<file path="src/rtl/mem_stage_pkg.sv">
// Shared definitions for the memory stage.
// Holds the 5-bit opcode encodings, the stage state encoding and small
// opcode-classification helpers used by the top level.
package mem_stage_pkg;

    localparam logic [4:0] OP_LW   = 5'b00000;
    localparam logic [4:0] OP_SW   = 5'b00001;
    localparam logic [4:0] OP_ADD  = 5'b00010;
    localparam logic [4:0] OP_SUB  = 5'b00011;
    localparam logic [4:0] OP_MUL  = 5'b00100;
    localparam logic [4:0] OP_DIV  = 5'b00101;
    localparam logic [4:0] OP_AND  = 5'b00110;
    localparam logic [4:0] OP_OR   = 5'b00111;
    localparam logic [4:0] OP_CMP  = 5'b01000;
    localparam logic [4:0] OP_NOT  = 5'b01001;
    localparam logic [4:0] OP_JR   = 5'b01010;
    localparam logic [4:0] OP_JPC  = 5'b01011;
    localparam logic [4:0] OP_BRLF = 5'b01100;
    localparam logic [4:0] OP_CALL = 5'b01101;
    localparam logic [4:0] OP_RET  = 5'b01110;
    localparam logic [4:0] OP_NOP  = 5'b01111;

    typedef enum logic [1:0] {
        ST_IDLE     = 2'd0,
        ST_MEM_WAIT = 2'd1,
        ST_RESPOND  = 2'd2
    } state_t;

    // Loads and stores are the only opcodes that touch the data bus.
    function automatic logic is_mem_op(input logic [4:0] op);
        return (op == OP_LW) || (op == OP_SW);
    endfunction

    // Opcodes whose ALU result is written back to the register file.
    function automatic logic writes_alu(input logic [4:0] op);
        return (op == OP_ADD) || (op == OP_SUB) || (op == OP_MUL) ||
               (op == OP_DIV) || (op == OP_AND) || (op == OP_OR)  ||
               (op == OP_NOT);
    endfunction

    // Conditional/unconditional jumps that redirect on COND_IN.
    function automatic logic is_cond_jump(input logic [4:0] op);
        return (op == OP_JR) || (op == OP_JPC) || (op == OP_BRLF);
    endfunction

endpackage

</file>
<file path="src/rtl/mem_stage_ret_stack.sv">
// Return-address stack (LIFO) for CALL/RET.
// Ports:
//   clk, rst      - clock, synchronous active-high reset (to empty)
//   push, pop     - push din / pop top entry; ignored when full / empty
//   din[15:0]     - value to push
//   dout[15:0]    - current top entry (0 when empty)
//   full, empty   - occupancy flags
module ret_stack #(
    parameter int DEPTH = 8
) (
    input  logic        clk,
    input  logic        rst,
    input  logic        push,
    input  logic        pop,
    input  logic [15:0] din,
    output logic [15:0] dout,
    output logic        full,
    output logic        empty
);
    localparam int AW = $clog2(DEPTH);

    logic [15:0] mem [DEPTH];
    // Pointer counts entries 0..DEPTH, so it needs one bit more than the index.
    logic [AW:0] ptr_q;
    logic [AW:0] top_idx;

    assign top_idx = ptr_q - (AW+1)'(1);
    assign full    = (ptr_q == (AW+1)'(DEPTH));
    assign empty   = (ptr_q == '0);
    assign dout    = empty ? 16'h0000 : mem[top_idx[AW-1:0]];

    always_ff @(posedge clk) begin
        if (rst) begin
            ptr_q <= '0;
        end else if (push && !full) begin
            ptr_q <= ptr_q + (AW+1)'(1);
        end else if (pop && !empty) begin
            ptr_q <= ptr_q - (AW+1)'(1);
        end
    end

    // Storage needs no reset: entries are only read below the pointer.
    always_ff @(posedge clk) begin
        if (!rst && push && !full) begin
            mem[ptr_q[AW-1:0]] <= din;
        end
    end

endmodule

</file>
<file path="src/rtl/mem_stage.sv">
// Memory pipeline stage following execute.
// Accepts one packet at a time (READY_OUT high only in IDLE), performs
// LW/SW over a req/ack bus with a timeout, issues PC redirects for jumps,
// CALL and RET (with an internal return-address stack) and presents a
// one-cycle writeback packet in RESPOND.
// Ports:
//   CLK, RST                 - clock, synchronous active-high reset
//   VALID_IN / READY_OUT     - upstream handshake; accept when both high at an edge
//   ALU_IN, OPCD_IN, ADDR_REG_IN, COND_IN, NPC_IN, STORE_DATA_IN - packet fields
//   MEM_REQ/WE/ADDR/WDATA    - data memory request, held for the whole access
//   MEM_RDATA, MEM_ACK       - memory response (single-cycle ack)
//   WB_VALID/EN/ADDR_REG/DATA- writeback packet, valid for one cycle
//   PC_LOAD, PC_TARGET       - one-cycle PC redirect
//   MEM_ERR, STACK_ERR       - sticky error flags, cleared only by reset
// Handshake: a packet transfers on a rising edge where VALID_IN and
// READY_OUT are both 1; the stage then holds READY_OUT low until the
// packet's RESPOND cycle has completed.
module mem_stage
    import mem_stage_pkg::*;
#(
    parameter int STACK_DEPTH = 8,
    parameter int TIMEOUT     = 15
) (
    input  logic        CLK,
    input  logic        RST,
    input  logic        VALID_IN,
    output logic        READY_OUT,
    input  logic [31:0] ALU_IN,
    input  logic [4:0]  OPCD_IN,
    input  logic [4:0]  ADDR_REG_IN,
    input  logic        COND_IN,
    input  logic [15:0] NPC_IN,
    input  logic [15:0] STORE_DATA_IN,
    output logic        MEM_REQ,
    output logic        MEM_WE,
    output logic [15:0] MEM_ADDR,
    output logic [15:0] MEM_WDATA,
    input  logic [15:0] MEM_RDATA,
    input  logic        MEM_ACK,
    output logic        WB_VALID,
    output logic        WB_EN,
    output logic [4:0]  WB_ADDR_REG,
    output logic [15:0] WB_DATA,
    output logic        PC_LOAD,
    output logic [15:0] PC_TARGET,
    output logic        MEM_ERR,
    output logic        STACK_ERR
);
    localparam int CW = $clog2(TIMEOUT + 1);

    state_t        state_q, state_d;
    logic [15:0]   alu_q, npc_q, store_q, rdata_q;
    logic [4:0]    opcd_q, addr_reg_q;
    logic          cond_q, mem_ok_q;
    logic [CW-1:0] cnt_q;
    logic          mem_err_q, stack_err_q;

    logic          accept, timeout_hit;
    logic          push, pop, stack_fault;
    logic [15:0]   stack_top;
    logic          stack_full, stack_empty;

    // Only the low half of the ALU result is architecturally used.
    logic          unused_alu_hi;
    assign unused_alu_hi = ^ALU_IN[31:16];

    assign accept = VALID_IN && (state_q == ST_IDLE);
    // An ack in the final counted cycle wins over the timeout.
    assign timeout_hit = (state_q == ST_MEM_WAIT) && !MEM_ACK &&
                         (cnt_q == CW'(TIMEOUT - 1));

    // Next-state logic
    always_comb begin
        state_d = state_q;
        case (state_q)
            ST_IDLE: begin
                if (accept) begin
                    state_d = is_mem_op(OPCD_IN) ? ST_MEM_WAIT : ST_RESPOND;
                end
            end
            ST_MEM_WAIT: begin
                if (MEM_ACK || timeout_hit) begin
                    state_d = ST_RESPOND;
                end
            end
            ST_RESPOND: state_d = ST_IDLE;
            default:    state_d = ST_IDLE;
        endcase
    end

    // Outputs and stack control
    always_comb begin
        READY_OUT   = (state_q == ST_IDLE);
        MEM_REQ     = 1'b0;
        MEM_WE      = 1'b0;
        MEM_ADDR    = 16'h0000;
        MEM_WDATA   = 16'h0000;
        WB_VALID    = 1'b0;
        WB_EN       = 1'b0;
        WB_ADDR_REG = 5'd0;
        WB_DATA     = 16'h0000;
        PC_LOAD     = 1'b0;
        PC_TARGET   = 16'h0000;
        push        = 1'b0;
        pop         = 1'b0;
        stack_fault = 1'b0;

        if (state_q == ST_MEM_WAIT) begin
            MEM_REQ   = 1'b1;
            MEM_ADDR  = alu_q;
            MEM_WE    = (opcd_q == OP_SW);
            MEM_WDATA = (opcd_q == OP_SW) ? store_q : 16'h0000;
        end

        if (state_q == ST_RESPOND) begin
            WB_VALID    = 1'b1;
            WB_ADDR_REG = addr_reg_q;
            if (writes_alu(opcd_q)) begin
                WB_EN   = 1'b1;
                WB_DATA = alu_q;
            end else if (opcd_q == OP_LW && mem_ok_q) begin
                WB_EN   = 1'b1;
                WB_DATA = rdata_q;
            end else if (is_cond_jump(opcd_q)) begin
                PC_LOAD   = cond_q;
                PC_TARGET = cond_q ? alu_q : 16'h0000;
            end else if (opcd_q == OP_CALL) begin
                if (stack_full) begin
                    stack_fault = 1'b1;
                end else begin
                    push      = 1'b1;
                    PC_LOAD   = 1'b1;
                    PC_TARGET = alu_q;
                end
            end else if (opcd_q == OP_RET) begin
                if (stack_empty) begin
                    stack_fault = 1'b1;
                end else begin
                    pop       = 1'b1;
                    PC_LOAD   = 1'b1;
                    PC_TARGET = stack_top;
                end
            end
        end

        MEM_ERR   = mem_err_q;
        STACK_ERR = stack_err_q;
    end

    always_ff @(posedge CLK) begin
        if (RST) begin
            state_q     <= ST_IDLE;
            alu_q       <= '0;
            npc_q       <= '0;
            store_q     <= '0;
            rdata_q     <= '0;
            opcd_q      <= '0;
            addr_reg_q  <= '0;
            cond_q      <= 1'b0;
            mem_ok_q    <= 1'b0;
            cnt_q       <= '0;
            mem_err_q   <= 1'b0;
            stack_err_q <= 1'b0;
        end else begin
            state_q <= state_d;
            if (accept) begin
                alu_q      <= ALU_IN[15:0];
                npc_q      <= NPC_IN;
                store_q    <= STORE_DATA_IN;
                opcd_q     <= OPCD_IN;
                addr_reg_q <= ADDR_REG_IN;
                cond_q     <= COND_IN;
                mem_ok_q   <= 1'b0;
            end
            // Counter stays 0 outside MEM_WAIT; cleared on every exit.
            if (state_q == ST_MEM_WAIT) begin
                if (MEM_ACK) begin
                    rdata_q  <= MEM_RDATA;
                    mem_ok_q <= 1'b1;
                    cnt_q    <= '0;
                end else if (timeout_hit) begin
                    mem_err_q <= 1'b1;
                    cnt_q     <= '0;
                end else begin
                    cnt_q <= cnt_q + CW'(1);
                end
            end
            if (stack_fault) begin
                stack_err_q <= 1'b1;
            end
        end
    end

    ret_stack #(
        .DEPTH(STACK_DEPTH)
    ) u_ret_stack (
        .clk  (CLK),
        .rst  (RST),
        .push (push),
        .pop  (pop),
        .din  (npc_q),
        .dout (stack_top),
        .full (stack_full),
        .empty(stack_empty)
    );

endmodule
</file>
<file path="config.mk">
export PLATFORM = sky130hd
export DESIGN_NAME = mem_stage
export DESIGN_NICKNAME = d
export VERILOG_FILES = /design/src/rtl/mem_stage_pkg.sv /design/src/rtl/mem_stage_ret_stack.sv /design/src/rtl/mem_stage.sv
export SDC_FILE = /design/constraint.sdc
export NUM_CORES = 1
export LEC_CHECK = 0
export ABC_AREA = 1
export CAP_MARGIN = 20
export CELL_PAD_IN_SITES_DETAIL_PLACEMENT = 0
export CELL_PAD_IN_SITES_GLOBAL_PLACEMENT = 1
export CORE_UTILIZATION = 25
export DETAILED_ROUTE_END_ITERATION = 10
export PLACE_DENSITY = 0.59
export SYNTH_ARGS = -nofsm -noshare
export SYNTH_HDL_FRONTEND = slang
export SYNTH_SLANG_ARGS = --single-unit
</file>
<file path="constraint.sdc">
create_clock -name CLK -period 2.8 [get_ports CLK]
set_input_delay 0.56 -clock CLK [delete_from_list [all_inputs] [get_ports CLK]]
set_output_delay 0.56 -clock CLK [all_outputs]
set_load 0.01 [all_outputs]
</file>
==> out/qor.yml <==
detail_route.vias_per_cell: 4.34
timing_worst_slew_pin_value_ns: 0.534
num_vias: 7930
starting_density_of_the_core_pct: 25.3
cpMaxStageDelayCell: "ha_4"
mappedNetlistArea_mm2: 0.00955
fin_setup_tns_ns: 0
leakage_nw: 5.61
synth.top_cell.area_share_pct: 40.3
total_power_mw: 7.46
layout.area.seq_mm2: 0.00561
drtIter0Drc: 381
final_core_utilization_pct: 35.5
place_hpwl_um: 18700
antenna_found_initial: 0
pin_count_of_the_biggest_net_entering_global_routing: 87
critical_path.most_common_cell: "nand3_1"
insertedDiodeCount: 0
max_clock_freq_mhz: 363
hold-path-cell-count: 2
cts_hold_buffers: 0
placed_area_mm2: 0.0119
synth_edf_count: 128
clock_path_buffers: 3
critical_path_class: "reg -> out"
fillers: 3967
setup.worst_path.end_class: "output port"
maxSlewViolCount: 0
grt_pass1_wl_um: 44300
cts.htree.levels: 1
mappedNetlistNets: 1214
drv.max_cap_violation_count: 0
die_height_um: 197
ys_seq_area_share_pct: 58.7
dp_worst_setup_slack_ns: -0.142
routed_wire_length_per_instance_um: 16.1
stdcell_area_mm2: 0.0134
drcViolationCount: 0
gp_congestion: 0.768
design.portCount: 172
cp_cell_sequence: "inv_2, buf_6, ha_4, buf_8, nand3_1, nand3_1, nand3_4, a21oi_2, buf_4"
timing.clock.skew_ns: 0.0137
grt_pass1_vias: 7716
die_area_mm2: 0.0390
max_slew_margin_pct: 64.3
placed_cells: 1764
post_layout_nonfiller_instances: 1827
syn-mean-instance-area_um2: 8.57
hold_ws_ns: 0.451
startpoint_type: "flop"
post_synth_inst_count: 1114
multi_input_comb_area_mm2: 0.00340
setup_slack_ns: 0.0456
worst_hold_path_type: "reg -> reg"
drive_gt1_share_pct: 15.0
ys_ff_latch: 216
timing.reg2reg.worst_path_depth: 10
run_status: "finished, final reports clean"
finalHoldViolations: 0
clkSinkCount: 216
cellPowerDensity_mw_per_mm2: 559
vdd_drop_max_mv: 0.400
grt_overflow: 0
clk_pin_slew_ns: 0.06
finalSetupViolCount: 0
antenna_violating_nets_post_route: 0
critPathMaxStageDelay_ns: 0.36
grt_setup_unrepaired: "yes"
synth_flop_cell: "edfxtp_1"
synth.distinct_cells: 30
grt_use_total_pct: 14.8
synthArstFlopShare_pct: 0
synth.area.top_cells: "edfxtp_1, dfxtp_1, nand2_1, inv_1, nand3_1"
cp_max_fo: 11
dr.pass1.iters: 4
timing.critical_path.required_ns: 2.24
buffer_ports.inserted: 155
worst_skew_pair.late_latency_ns: 0.53
synth_top_area_cell: "edfxtp_1"
floorplan.rows: 71
post-route-min-period_ns: 2.75
cts_made_buffers: 25
postRouteWirelength_um: 29400
final_net_count: 1398
cell_chosen_for_the_clock_root: "clkbuf_16"
critical_path_arrival_ns: 2.19
cts_tree: "yes"
areaGrowthSynthToFinish_pct: 39.9
floorplan.die.width_um: 197
ys_warn_count: 0
core-area_mm2: 0.0377
final_critical_path_share_of_the_clock_period_pct: 98.4
routing by layer:
metal  vias up  routed length, µm  track usage (%)
met5         -                  0                0
met4         0                703             4.34
met3        36                924             1.79
met2       129              13100             23.0
met1      3780              14600             21.5
li1       3985                  -                -
synthesized netlist by cell type (4+ instances only):
cell type / number
ha_1: 5
o21ai_0: 62
nor3_1: 8
o21ai_1: 48
inv_1: 165
nand2_1: 206
dfxtp_1: 88
nor2_1: 123
clkbuf_1: 37
a21oi_1: 80
buf_1: 4
inv_2: 6
nand3_1: 113
buf_2: 18
edfxtp_1: 128
what timing repair did:
item / CTS / global route
setup buffers: 12 / 3
setup endpoints to repair: 47 / 43
gates resized for setup: 135 / 71
pin swaps: 14 / 15
gates cloned: 1 / 4
where the power goes:
group / total, mW / leakage [nW] / internal, mW / switching (mW)
logic: 0.699 / 3.32 / 0.301 / 0.398
clock network: 3.14 / 0.397 / 1.85 / 1.30
registers: 3.62 / 1.90 / 3.51 / 0.114
total: 7.46 / 5.61 / 5.65 / 1.81
flip-flops by register name, summed over array words and instances (netlist names):
signal	count
u_ret_stack.mem	128
alu_q	16
npc_q	16
rdata_q	16
store_q	16
addr_reg_q	5
opcd_q	5
cnt_q	4
u_ret_stack.ptr_q	4
state_q	2
MEM_ERR	1
STACK_ERR	1
cond_q	1
mem_ok_q	1
path summary, 6_finish.rpt:
check,start,to,slack [ns]
worst max-delay path,u_ret_stack.ptr_q[1],PC_TARGET[4],0.05
worst min register to register,store_q[2],store_q[2],0.45
worst min-delay path,store_q[2],store_q[2],0.45
worst max register to register,u_ret_stack.ptr_q[1],u_ret_stack.mem[0][15],0.61
area by class of cell:
type | instances | area share (%)
Timing Repair Buffer | 220 | 16.9
Sequential cell | 216 | 42.0
Inverter | 173 | 4.92
Clock inverter | 14 | 0.703
Clock buffer | 31 | 5.20
Tap cell | 511 | 4.79
Multi-Input combinational cell | 662 | 25.5
cell families (layout without fill, tap and decap cells):
family	count (synthesis)	in the layout	share of synthesized area, %
AOI/OAI and AO/OA	191	191	10.1
xor gates and xnor gates	5	5	0.616
and+or+nand+nor	461	461	20.2
buffers and inverters	236	438	9.78
adders and majority gates	5	5	0.655
DFF	216	216	58.7
worst max-delay path: cells and delay by family, from the launching register on:
kind | cells | cell delay [ns]
fa+ha+maj | 1 | 0.36
simple gates | 3 | 0.35
flops | 1 | 0.33
buf+inv | 4 | 0.47
compound gates | 1 | 0.15
cell usage in the layout (no fill, tap or decap), types with 2 or more instances in the layout:
| master | instances |
|---|---|
| o21ai_1 | 50 |
| buf_12 | 8 |
| inv_6 | 2 |
| a21oi_1 | 68 |
| buf_6 | 10 |
| buf_4 | 41 |
| ha_1 | 3 |
| inv_2 | 9 |
| nand3_4 | 9 |
| xor2_1 | 3 |
| clkbuf_1 | 3 |
| nand3_1 | 84 |
| dfxtp_1 | 82 |
| nand2_4 | 3 |
| nor3_1 | 2 |
| nor2_4 | 2 |
| buf_8 | 5 |
| a21oi_4 | 4 |
| nor2_1 | 121 |
| dlymetal6s2s_1 | 17 |
| nand4_1 | 3 |
| clkinv_1 | 5 |
| clkinv_2 | 8 |
| buf_2 | 12 |
| dlygate4sd2_1 | 16 |
| o21ai_0 | 60 |
| a21oi_2 | 8 |
| clkdlybuf4s50_1 | 105 |
| dfxtp_2 | 6 |
| nand3_2 | 22 |
| clkbuf_16 | 31 |
| edfxtp_1 | 128 |
| nor3_2 | 6 |
| nor2_2 | 2 |
| inv_1 | 161 |
| nand2_1 | 203 |
Power figures use the tool's default switching activity.
